### src/rtl/sccomp_ahb_resp_mux_pkg.sv
// Shared AHB-Lite definitions for the sccomp bus fabric.
// FSM states, HTRANS codes, slave map and indices.
package sccomp_ahb_resp_mux_pkg;

  typedef enum logic [1:0] {
    ST_IDLE = 2'd0,
    ST_SLV  = 2'd1,
    ST_ERR1 = 2'd2,
    ST_ERR2 = 2'd3
  } state_t;

  localparam logic [1:0] HTRANS_IDLE   = 2'b00;
  localparam logic [1:0] HTRANS_BUSY   = 2'b01;
  localparam logic [1:0] HTRANS_NONSEQ = 2'b10;
  localparam logic [1:0] HTRANS_SEQ    = 2'b11;

  localparam logic [31:0] RRAM_BASE = 32'h0000_0000;
  localparam logic [31:0] RRAM_MASK = 32'hFFFF_F000;
  localparam logic [31:0] RAM_BASE  = 32'h1000_0000;
  localparam logic [31:0] RAM_MASK  = 32'hFFFF_0000;
  localparam logic [31:0] GPIO_BASE = 32'h2000_0000;
  localparam logic [31:0] GPIO_MASK = 32'hFFFF_FF00;

  localparam int SLV_RRAM = 0;
  localparam int SLV_RAM  = 1;
  localparam int SLV_GPIO = 2;

  function automatic logic htrans_active(
    input logic [1:0] t
  );
    return (t == HTRANS_NONSEQ) ||
           (t == HTRANS_SEQ);
  endfunction

endpackage

### src/rtl/sccomp_ahb_default_slave.sv
// Default slave: two-cycle ERROR sequencer and
// data-phase watchdog for the response mux.
module sccomp_ahb_default_slave
  import sccomp_ahb_resp_mux_pkg::*;
#(
  parameter int TIMEOUT = 256,
  parameter int TW      = 9
) (
  input  logic   clk,
  input  logic   rst,
  input  state_t state,
  input  logic   slv_rdy,
  input  logic   accept,
  output logic   done,
  output logic   resp,
  output logic   fire,
  output logic   timeout_err
);

  localparam logic [TW-1:0] LIMIT = TW'(TIMEOUT - 1);

  logic [TW-1:0] cnt;
  logic          stall;

  assign stall = (state == ST_SLV) && !slv_rdy;

  // Fires on the stalled cycle that brings the count to TIMEOUT.
  assign fire = (TIMEOUT != 0) && stall &&
                (cnt == LIMIT);

  always_ff @(posedge clk or posedge rst) begin
    if (rst) begin
      cnt <= '0;
    end else if (accept) begin
      cnt <= '0;
    end else if (stall && (cnt != '1)) begin
      cnt <= cnt + TW'(1);
    end
  end

  always_ff @(posedge clk or posedge rst) begin
    if (rst) begin
      timeout_err <= 1'b0;
    end else begin
      timeout_err <= fire;
    end
  end

  assign done = (state == ST_ERR2);
  assign resp = (state == ST_ERR1) ||
                (state == ST_ERR2);

endmodule

### src/rtl/sccomp_ahb_resp_mux.sv
// AHB-Lite return-path mux: routes the selected slave's
// data-phase response to the single master.
module sccomp_ahb_resp_mux
  import sccomp_ahb_resp_mux_pkg::*;
#(
  parameter int NSLV    = 3,
  parameter int DW      = 32,
  parameter int TIMEOUT = 256,
  parameter int TW      = 9
) (
  input  logic              HCLK,
  input  logic              HRESET,
  input  logic [NSLV-1:0]   HSEL,
  input  logic [1:0]        HTRANS,
  input  logic [NSLV*DW-1:0] HRDATA_S,
  input  logic [NSLV-1:0]   HREADYOUT_S,
  input  logic [NSLV-1:0]   HRESP_S,
  output logic [DW-1:0]     HRDATA,
  output logic              HREADY,
  output logic              HRESP,
  output logic              TIMEOUT_ERR
);

  localparam int SW = $clog2(NSLV + 1);
  localparam logic [SW-1:0] SEL_NONE = SW'(NSLV);

  state_t        state;
  state_t        state_nxt;
  logic [SW-1:0] sel_q;
  logic [SW-1:0] sel_d;
  logic          accept;
  logic          active;
  logic          hit;
  logic          slv_rdy;
  logic          slv_rsp;
  logic [DW-1:0] slv_data;
  logic          dflt_done;
  logic          dflt_rsp;
  logic          fire;

  assign accept = HREADY;
  assign active = htrans_active(HTRANS);
  assign hit    = (sel_d != SEL_NONE);

  // Lowest set bit wins on a faulty multi-hot HSEL.
  always_comb begin
    sel_d = SEL_NONE;
    for (int k = NSLV - 1; k >= 0; k--) begin
      if (HSEL[k]) begin
        sel_d = SW'(k);
      end
    end
  end

  always_comb begin
    slv_rdy  = 1'b0;
    slv_rsp  = 1'b0;
    slv_data = '0;
    for (int k = 0; k < NSLV; k++) begin
      if (sel_q == SW'(k)) begin
        slv_rdy  = HREADYOUT_S[k];
        slv_rsp  = HRESP_S[k];
        slv_data = HRDATA_S[k*DW +: DW];
      end
    end
  end

  always_ff @(posedge HCLK or posedge HRESET) begin
    if (HRESET) begin
      sel_q <= SEL_NONE;
    end else if (accept) begin
      sel_q <= sel_d;
    end
  end

  always_ff @(posedge HCLK or posedge HRESET) begin
    if (HRESET) begin
      state <= ST_IDLE;
    end else begin
      state <= state_nxt;
    end
  end

  always_comb begin
    state_nxt = state;
    unique case (1'b1)
      (state == ST_ERR1): state_nxt = ST_ERR2;
      fire:               state_nxt = ST_ERR1;
      accept: begin
        if (!active) begin
          state_nxt = ST_IDLE;
        end else if (hit) begin
          state_nxt = ST_SLV;
        end else begin
          state_nxt = ST_ERR1;
        end
      end
      default: ;
    endcase
  end

  always_comb begin
    HREADY = 1'b1;
    HRESP  = 1'b0;
    HRDATA = '0;
    unique case (state)
      ST_SLV: begin
        HREADY = slv_rdy;
        HRESP  = slv_rsp;
        HRDATA = slv_data;
      end
      ST_ERR1, ST_ERR2: begin
        HREADY = dflt_done;
        HRESP  = dflt_rsp;
      end
      default: ;
    endcase
  end

  sccomp_ahb_default_slave #(
    .TIMEOUT (TIMEOUT),
    .TW      (TW)
  ) u_dflt (
    .clk         (HCLK),
    .rst         (HRESET),
    .state       (state),
    .slv_rdy     (slv_rdy),
    .accept      (accept),
    .done        (dflt_done),
    .resp        (dflt_rsp),
    .fire        (fire),
    .timeout_err (TIMEOUT_ERR)
  );

endmodule
### config.mk
export PLATFORM = sky130hd
export DESIGN_NAME = sccomp_ahb_resp_mux
export DESIGN_NICKNAME = d
export VERILOG_FILES = /design/src/rtl/sccomp_ahb_resp_mux_pkg.sv /design/src/rtl/sccomp_ahb_default_slave.sv /design/src/rtl/sccomp_ahb_resp_mux.sv
export SDC_FILE = /design/constraint.sdc
export NUM_CORES = 1
export LEC_CHECK = 0
export ABC_AREA = 1
export ABC_CLOCK_PERIOD_IN_PS = 1600
export BUFFER_PORTS_ARGS = -buffer_cell sky130_fd_sc_hd__buf_2
export CORE_UTILIZATION = 38
export CTS_BUF_LIST = sky130_fd_sc_hd__clkbuf_8
export DETAILED_ROUTE_END_ITERATION = 10
export PLACE_DENSITY = 0.76
export SKIP_CTS_REPAIR_TIMING = 1
export SYNTH_ARGS = -nofsm -noshare
export SYNTH_HDL_FRONTEND = slang
export SYNTH_SLANG_ARGS = --single-unit
### constraint.sdc
create_clock -name HCLK -period 1.6 [get_ports HCLK]
set_input_delay 0.32 -clock HCLK [delete_from_list [all_inputs] [get_ports HCLK]]
set_output_delay 0.32 -clock HCLK [all_outputs]
set_load 0.01 [all_outputs]
# Word-level counts from Yosys, hierarchy flattened
# Cells that the tools add are included.
# totals
ff_bits	14
elab_cells	45
# classes
addsub	1
n_eq_ne	10
muxes	20
reduce_logical	10
# ops
cell	count
two-way mux 32 bit	4
two-way mux 9 bit	2
== test 2 bit (second input constant)	5
adder 9 x 1 -> 9 bit (second input constant)	1
== test 9 x 8 -> 1 bit (second input constant)	1
!= test 9 bit (second input constant)	1
two-way mux 2 bit	4
two-way mux 1 bit	7
case mux 2 bit (3 select lines)	1
== test 2 x 1 -> 1 bit (second input constant)	2
case mux 1 bit (2 select lines)	2
logical AND 1 bit	3
nonzero test 3 bit	1
zero test 2 bit	1
logical OR 1 bit	2
!= test 2 bit (second input constant)	1
nonzero test 2 bit	1
OR reduction 2 bit	1
zero test 1 bit	1

# Logic depth before layout (Yosys ltp)
# Gate-level depths: netlist (run 1).
# depth
ltp_word	9
depth_mapped	10

# Modules after synthesis
# Synthesis (run 1) repeated with hierarchy kept, for this count alone.
# hier_totals
hier_cells	336
hier_area_um2	1754.2
# modules_own_cells
mod	instances	cells_per_inst	area_per_inst_um2	seq_area_each_um2
sccomp_ahb_resp_mux	1	257	1151.1	102.6
sccomp_ahb_default_slave	1	79	603.1	250.2

# Worst setup path after synthesis (run 1)
# No wires, ideal clock.
# synth_path
path_kind	register to register
from	register u_dflt.cnt[0]
to	register u_dflt.cnt[4]
t_arrival_ns	1.540
path_slack_ns	-0.057
stages_incl_launch_ff	11
path_buffers	1
cell_sequence	dfrtp_1 -> ha_1 -> nand3_1 -> nor4_1 -> ha_1 -> inv_1 -> nand2_2 -> buf_6 -> clkinv_4 -> nand3_1 -> nand2_1
# synth_between
elab_chain_cells	3
word_cells_on_any_way	6
classes_between	1 x add/sub; 1 x eq/ne; 2 x mux; 2 x reduce/logical
# synth_lines
item	line_no	rtl
from (decl)	sccomp_ahb_default_slave.sv:22	logic [TW-1:0] cnt;
from (signal assigned)	sccomp_ahb_default_slave.sv:37	cnt <= cnt + TW'(1);
adder 9 x 1 -> 9 bit / != test 9 bit (equally long branches)	sccomp_ahb_default_slave.sv:37, sccomp_ahb_default_slave.sv:36	
two-way mux 9 bit / logical AND 1 bit (equally long branches)	sccomp_ahb_default_slave.sv:36	end else if (stall && (cnt != '1)) begin
two-way mux 9 bit / nonzero test 2 bit (equally long branches)	-	
# Parallel ways exist; a longest one is shown, timed or not. The select of a mux whose other input is x is not followed.
# A chain may end at the register's enable or synchronous reset.

# Final worst setup path (run 1)
# layout_path
from	register sel_q[0]
to	output HRDATA[13]
# layout_between
elab_chain_cells	5
word_cells_on_any_way	7
classes_between	2 x eq/ne; 4 x mux; 1 x reduce/logical
# layout_lines
item	line_no	rtl
from (decl)	sccomp_ahb_resp_mux.sv:29	logic [SW-1:0] sel_q;
from (signal assigned)	sccomp_ahb_resp_mux.sv:72	sel_q <= sel_d;
zero test 2 bit	sccomp_ahb_resp_mux.sv:60	if (sel_q == SW'(k)) begin
two-way mux 32 bit (2 in series)	sccomp_ahb_resp_mux.sv:60	
two-way mux 32 bit *	sccomp_ahb_resp_mux.sv:60	
two-way mux 32 bit *	sccomp_ahb_resp_mux.sv:106	unique case (state)
to (decl)	sccomp_ahb_resp_mux.sv:18	output logic [DW-1:0] HRDATA,
# Mark *: on every way between the ends. The rest lies on a longest branch, timed or not.

==> flow_summary.ini, run 1 <==
[outcome]
status = finished with violations
violations = setup timing

[sta]
fin_worst_skew_ns = 0.00534
setup_tns_ns = -11.52
finalSetupViolCount = 45
rsz0062_at_grt = yes
min_period_ns = 1.96
max_freq_ghz = 0.510
hold_slack_ns = 0.0975
final.setup.worst_slack_ns = -0.360
slew-limit-headroom_pct = 64.6
worstMarginPinSlew_ns = 0.531
drv_slew = 0
post-route-period-util_pct = 123
finalHoldViolCount = 0

[detailed_routing]
drt-pass1-iter-count = 5
wl_um = 8490
drc = 0
postRouteAntennaNets = 0
post_drt_wl_per_cell_um = 14.9
post_drt_via_cell_ratio = 5.24
first_iter_violations = 160
via_count = 2988

[job]
drv_cap = 0

[setup_path]
r2r_setup_slack_ns = -0.14
cp.required_ns = 1.28
arrival_ns = 1.64
cp-end-kind = output port
crit_type = flip-flop to output port
cp-start-kind = flip-flop
worstPathMaxFanout = 8
worstRegToRegCells = 10

[floorplan]
coreArea_um2 = 4750
die_h_um = 72.5
die_x_um = 72.5
io_pins = 144
die-area_um2 = 5250
start_util_pct = 39.7
rows = 25

[layout]
syn2layout_area_growth_pct = 88.9
num_antenna_cells = 0
fin_util_pct = 74.9
nFillCells = 367
drive_gt1_share_pct = 53.9
nets = 616
design_area_um2 = 3560

[power_and_ir_drop]
power.internal_mw = 3.11
swShare_pct = 50.6
p_switching_mw = 3.19
p_per_area_nw_per_um2 = 1770
leakagePower_nw = 2.22
power_frac_seq_pct = 9.3
ir_drop_mv = 0.989
clkPwrFrac_pct = 4.8
combPwrFrac_pct = 85.9

[yosys]
synth_top_area_share_pct = 30.8
synthMuxAreaShare_pct = 0
post-synth-top-count-cell = nand3_1
syn_nets = 451
synth.distinct_cells = 27
synth_adder_area_share_pct = 1.99
synth_compound_area_share_pct = 2.32
synth_seq_area_share_pct = 18.7
ys_top_cells_by_area = nand3_1, nand2_1, dfrtp_1
ys_top_cells_by_count = nand3_1, nand2_1, inv_1
synth_ff_type = dfrtp_1
yosys.area.top_type = nand3_1
synth_xor_xnor_area_share_pct = 1.39
synth-simple-area-share_pct = 57.9
synth_async_sr_flop_share_pct = 100
yosys_warnings = 0
synth_area_um2 = 1890
synth_top_family_by_area = simple AND/OR/NAND/NOR gates
syn_inst = 339
synth_edf_count = 0
syn_avg_cell_area_um2 = 5.57
yosys_register_bits = 14

[hold_path]
holdCritPathClass = input pin to asynchronous set/reset pin

[global_route]
grt_usage_pct = 23.7
antenna_found_initial = 0
grt-ovfl-total = 0
grt_pass1_vias = 2357
grt_pass1_wl_um = 10200
grt_max_degree = 33

[placement]
portBuffers = 142
post_dp_cell_area_um2 = 2870
hpwlAfterDp_um = 5160
gp_congestion = 0.848

[clock_tree]
clk_pin_slew_ns = 0.06
cts_root_buf = clkbuf_8
htree_levels = 1
tritoncts = done
clock_latency_ns = 0.25
cts_sinks = 14
cts_buffer_depth = 2
cts_buffers = 3
cell usage in the layout (no fill, tap or decap), drive strengths merged:
cell type / n
o21bai: 2
xnor2: 1
nor4: 1
nand3: 118
ha: 3
clkinv: 1
a31oi: 1
dfstp: 2
o21ai: 3
nand3b: 1
nand2: 102
nor3: 1
buf: 179
inv: 54
nor2: 11
or2: 2
dfrtp: 12
xor2: 2
clkbuf: 7
worst paths after layout:
| path | startpoint | endpoint |
|---|---|---|
| setup / recovery | sel_q[0] | HRDATA[13] |
| hold / removal | HRESET | u_dflt.timeout_err |
| setup reg to reg | sel_q[0] | state[1] |
| hold reg to reg | u_dflt.cnt[7] | u_dflt.cnt[7] |
| max in group asynchronous | HRESET | sel_q[0] |
| min in group HCLK | HSEL[0] | sel_q[1] |
area by class of cell:
type                    instances  area [µm²]  share of cell area, %
clock buffers                   3        41.3                   1.16
clock inverters                 1        3.75                  0.105
inverters                      54         223                   6.25
multi-input cells             248        1570                   44.1
flip-flops and latches         14         357                   10.0
well taps                      67        83.8                   2.35
repair buffers                183        1280                   36.0
power groups by stage:
| stage | combinational (mW) | sequential, mW | clock [mW] |
|---|---|---|---|
| floorplan | 2.41 | 0.485 | 0 |
| global placement | 3.76 | 0.568 | 0 |
| detailed placement | 3.81 | 0.571 | 0 |
| CTS | 3.82 | 0.566 | 0.305 |
| global route | 5.78 | 0.600 | 0.319 |
| finish | 5.42 | 0.587 | 0.300 |
registers in the layout (all words and copies together), names as in the netlist:
register / flops
sel_q: 2
state: 2
u_dflt.cnt: 9
u_dflt.timeout_err: 1
cells by family after synthesis:
| family | count (synthesis) |
|---|---|
| AO/OA/AOI/OAI | 6 |
| AND/OR/NAND/NOR | 236 |
| XOR/XNOR | 3 |
| adder cells (fa/ha/maj) | 3 |
| buffers and inverters | 77 |
| flip-flops | 14 |
metrics by stage:
step,std cells,power (mW),worst slack [ns]
global route,570,6.70,-0.457
floorplan,339,2.89,0.0154
CTS,557,4.69,-0.328
finish,570,6.31,-0.360
global placement,553,4.33,-0.0578
detailed placement,553,4.38,-0.116
metal layers:
| layer | track usage (%) | share of wire [%] | wire length (µm) | vias up |
|---|---|---|---|---|
| li1 | - | - | - | 1410 |
| met1 | 27.8 | 35 | 2950 | 1373 |
| met2 | 45.0 | 54 | 4560 | 168 |
| met3 | 3.06 | 8.9 | 753 | 37 |
| met4 | 6.10 | 2.6 | 225 | 0 |
| met5 | 0 | 0 | 0 | - |
critical path: stages, from the launching register on:
cell and delay (ns):
dfstp_2 0.63, buf_12 0.14, nor2_8 0.06, clkbuf_16 0.19
nand2_4 0.07, nand3_2 0.05, nand2_1 0.07, inv_1 0.06
buf_6 0.12
Power figures use the tool's default switching activity.
==> inputs of run 2 (changes only) <==
==> constraint.sdc (replaced) <==
create_clock -name HCLK -period 1.6 [get_ports HCLK]
set_input_delay 0.16 -clock HCLK [delete_from_list [all_inputs] [get_ports HCLK]]
set_output_delay 0.16 -clock HCLK [all_outputs]
set_load 0.01 [all_outputs]
==> flow_summary.ini, run 2 (same netlist as run 1, synthesis figures left out) <==
[setup_path]
cpLargestDelayFamily = flip-flops
arrival_ns = 1.63
cp-end-kind = output port
cp.required_ns = 1.44
crit_chain = buf_4 -> nand3_2 -> nand2_2 -> inv_2 -> nand2_2 -> nand2_4 -> inv_2 -> buf_6
worst_path_largest_cell_delay_ns = 0.67
cp-start-kind = flip-flop
crit_buf_inv = 4
worstPathMaxFanout = 7
r2r_setup_slack_ns = -0.15
crit_type = flip-flop to output port
cp_slowest_cell = dfstp_2

[layout]
top_regs = u_dflt.cnt (9), sel_q (2), state (2)
final_common_cell = buf_2
multi_input_area_um2 = 1390
top_register = u_dflt.cnt
syn2layout_area_growth_pct = 73.0
final_cell_mix = buf_2, nand3_1, nand2_1
nFillCells = 434
largest_reg_flops = 9
nets = 613
design_area_um2 = 3260
num_antenna_cells = 0
drive_gt1_share_pct = 47.4
layout.area.seq_um2 = 353

[clock_tree]
cts_sinks = 14
clk_pin_slew_ns = 0.06
clock_latency_ns = 0.25
cts_root_buf = clkbuf_8
cts_buffers = 3
cts_buffer_depth = 2
htree_levels = 1
tritoncts = done

[outcome]
violations = setup timing
status = finished with violations

[detailed_routing]
post_drt_via_cell_ratio = 4.85
drt-pass1-iter-count = 5
postRouteAntennaNets = 0
first_iter_violations = 120
via_count = 2749
wl_um = 7350
post_drt_wl_per_cell_um = 13.0
drc = 0

[floorplan]
die_h_um = 72.5
start_util_pct = 39.7
die-area_um2 = 5250
io_pins = 144
coreArea_um2 = 4750
die_x_um = 72.5
rows = 25

[job]
drv_cap = 0

[sta]
min_period_ns = 1.79
final.setup.worst_slack_ns = -0.186
finalSetupViolCount = 45
max_freq_ghz = 0.560
setup_tns_ns = -6.44
slew-limit-headroom_pct = 64.2
post-route-period-util_pct = 112
hold_slack_ns = 0.177
fin_worst_skew_ns = 0.00264
worstMarginPinSlew_ns = 0.536
drv_slew = 0
rsz0062_at_grt = yes
finalHoldViolCount = 0

[placement]
post_dp_cell_area_um2 = 2830
hpwlAfterDp_um = 5040
gp_congestion = 0.795
portBuffers = 142

[power_and_ir_drop]
p_per_area_nw_per_um2 = 1700
p_total_mw = 5.54
ir_drop_mv = 0.882
leakagePower_nw = 2.10

[global_route]
antenna_found_initial = 0
grt_max_degree = 34
grt_pass1_wl_um = 9930
grt_pass1_vias = 2280
grt-ovfl-total = 0
grt_usage_pct = 23.4

[hold_path]
holdCritPathClass = input pin to flip-flop
## run 2: changes by cell type in the layout (fill, tap and decap cells not counted), moves of 4 or more
cell,change
nand3_2,-19
buf_12,-4
nand2_1,+10
nand2_4,-5
nand2_2,-4
buf_4,+8
nand3_1,+20
## run 2: layout make-up
cell class	count	share of cell area [%]
sequential	14	10.8
multi-input combinational	248	42.5
inverter	54	6.44
timing repair buffer	180	36.0
tap	67	2.57
clock buffer	4	1.69
## run 2: tightest hold or removal path, delay by kind of cell
family / cells / cell delay, ns
buffers and inverters: 1 / 0.10
AND/OR/NAND/NOR: 1 / 0.07
AO/OA/AOI/OAI: 1 / 0.06
## run 2: layer usage
metal / up-vias / track usage, % / wire length (µm)
li1: 1402 / - / -
met1: 1233 / 28.1 / 2890
met2: 107 / 44.0 / 3820
met3: 7 / 3.47 / 568
met4: 0 / 4.36 / 62
met5: - / 0 / 0
## run 2: per-stage QoR
stage	instances	utilization, %	setup slack (ns)
6_report	567	68.7	-0.186
5_1_grt	567	68.7	-0.264
3_5_place_dp	555	59.4	-0.0429
2_1_floorplan	339	-	0.0154
4_1_cts	559	60.6	-0.250
3_3_place_gp	555	59.4	0.0374
## run 2: final timing paths
check,start,end,depth (start not counted)
max reg2reg,sel_q[0],u_dflt.cnt[6],10
min reg2reg,u_dflt.cnt[8],u_dflt.cnt[8],2
min in group asynchronous,HRESET,u_dflt.timeout_err,3
min,HTRANS[1],state[0],3
max in group asynchronous,HRESET,sel_q[0],3
max,sel_q[0],HREADY,8
## run 2: power by group
part	internal, mW	switching (mW)
Clock	0.218	0.133
Combinational	2.09	2.54
Sequential	0.448	0.111
Total	2.75	2.78
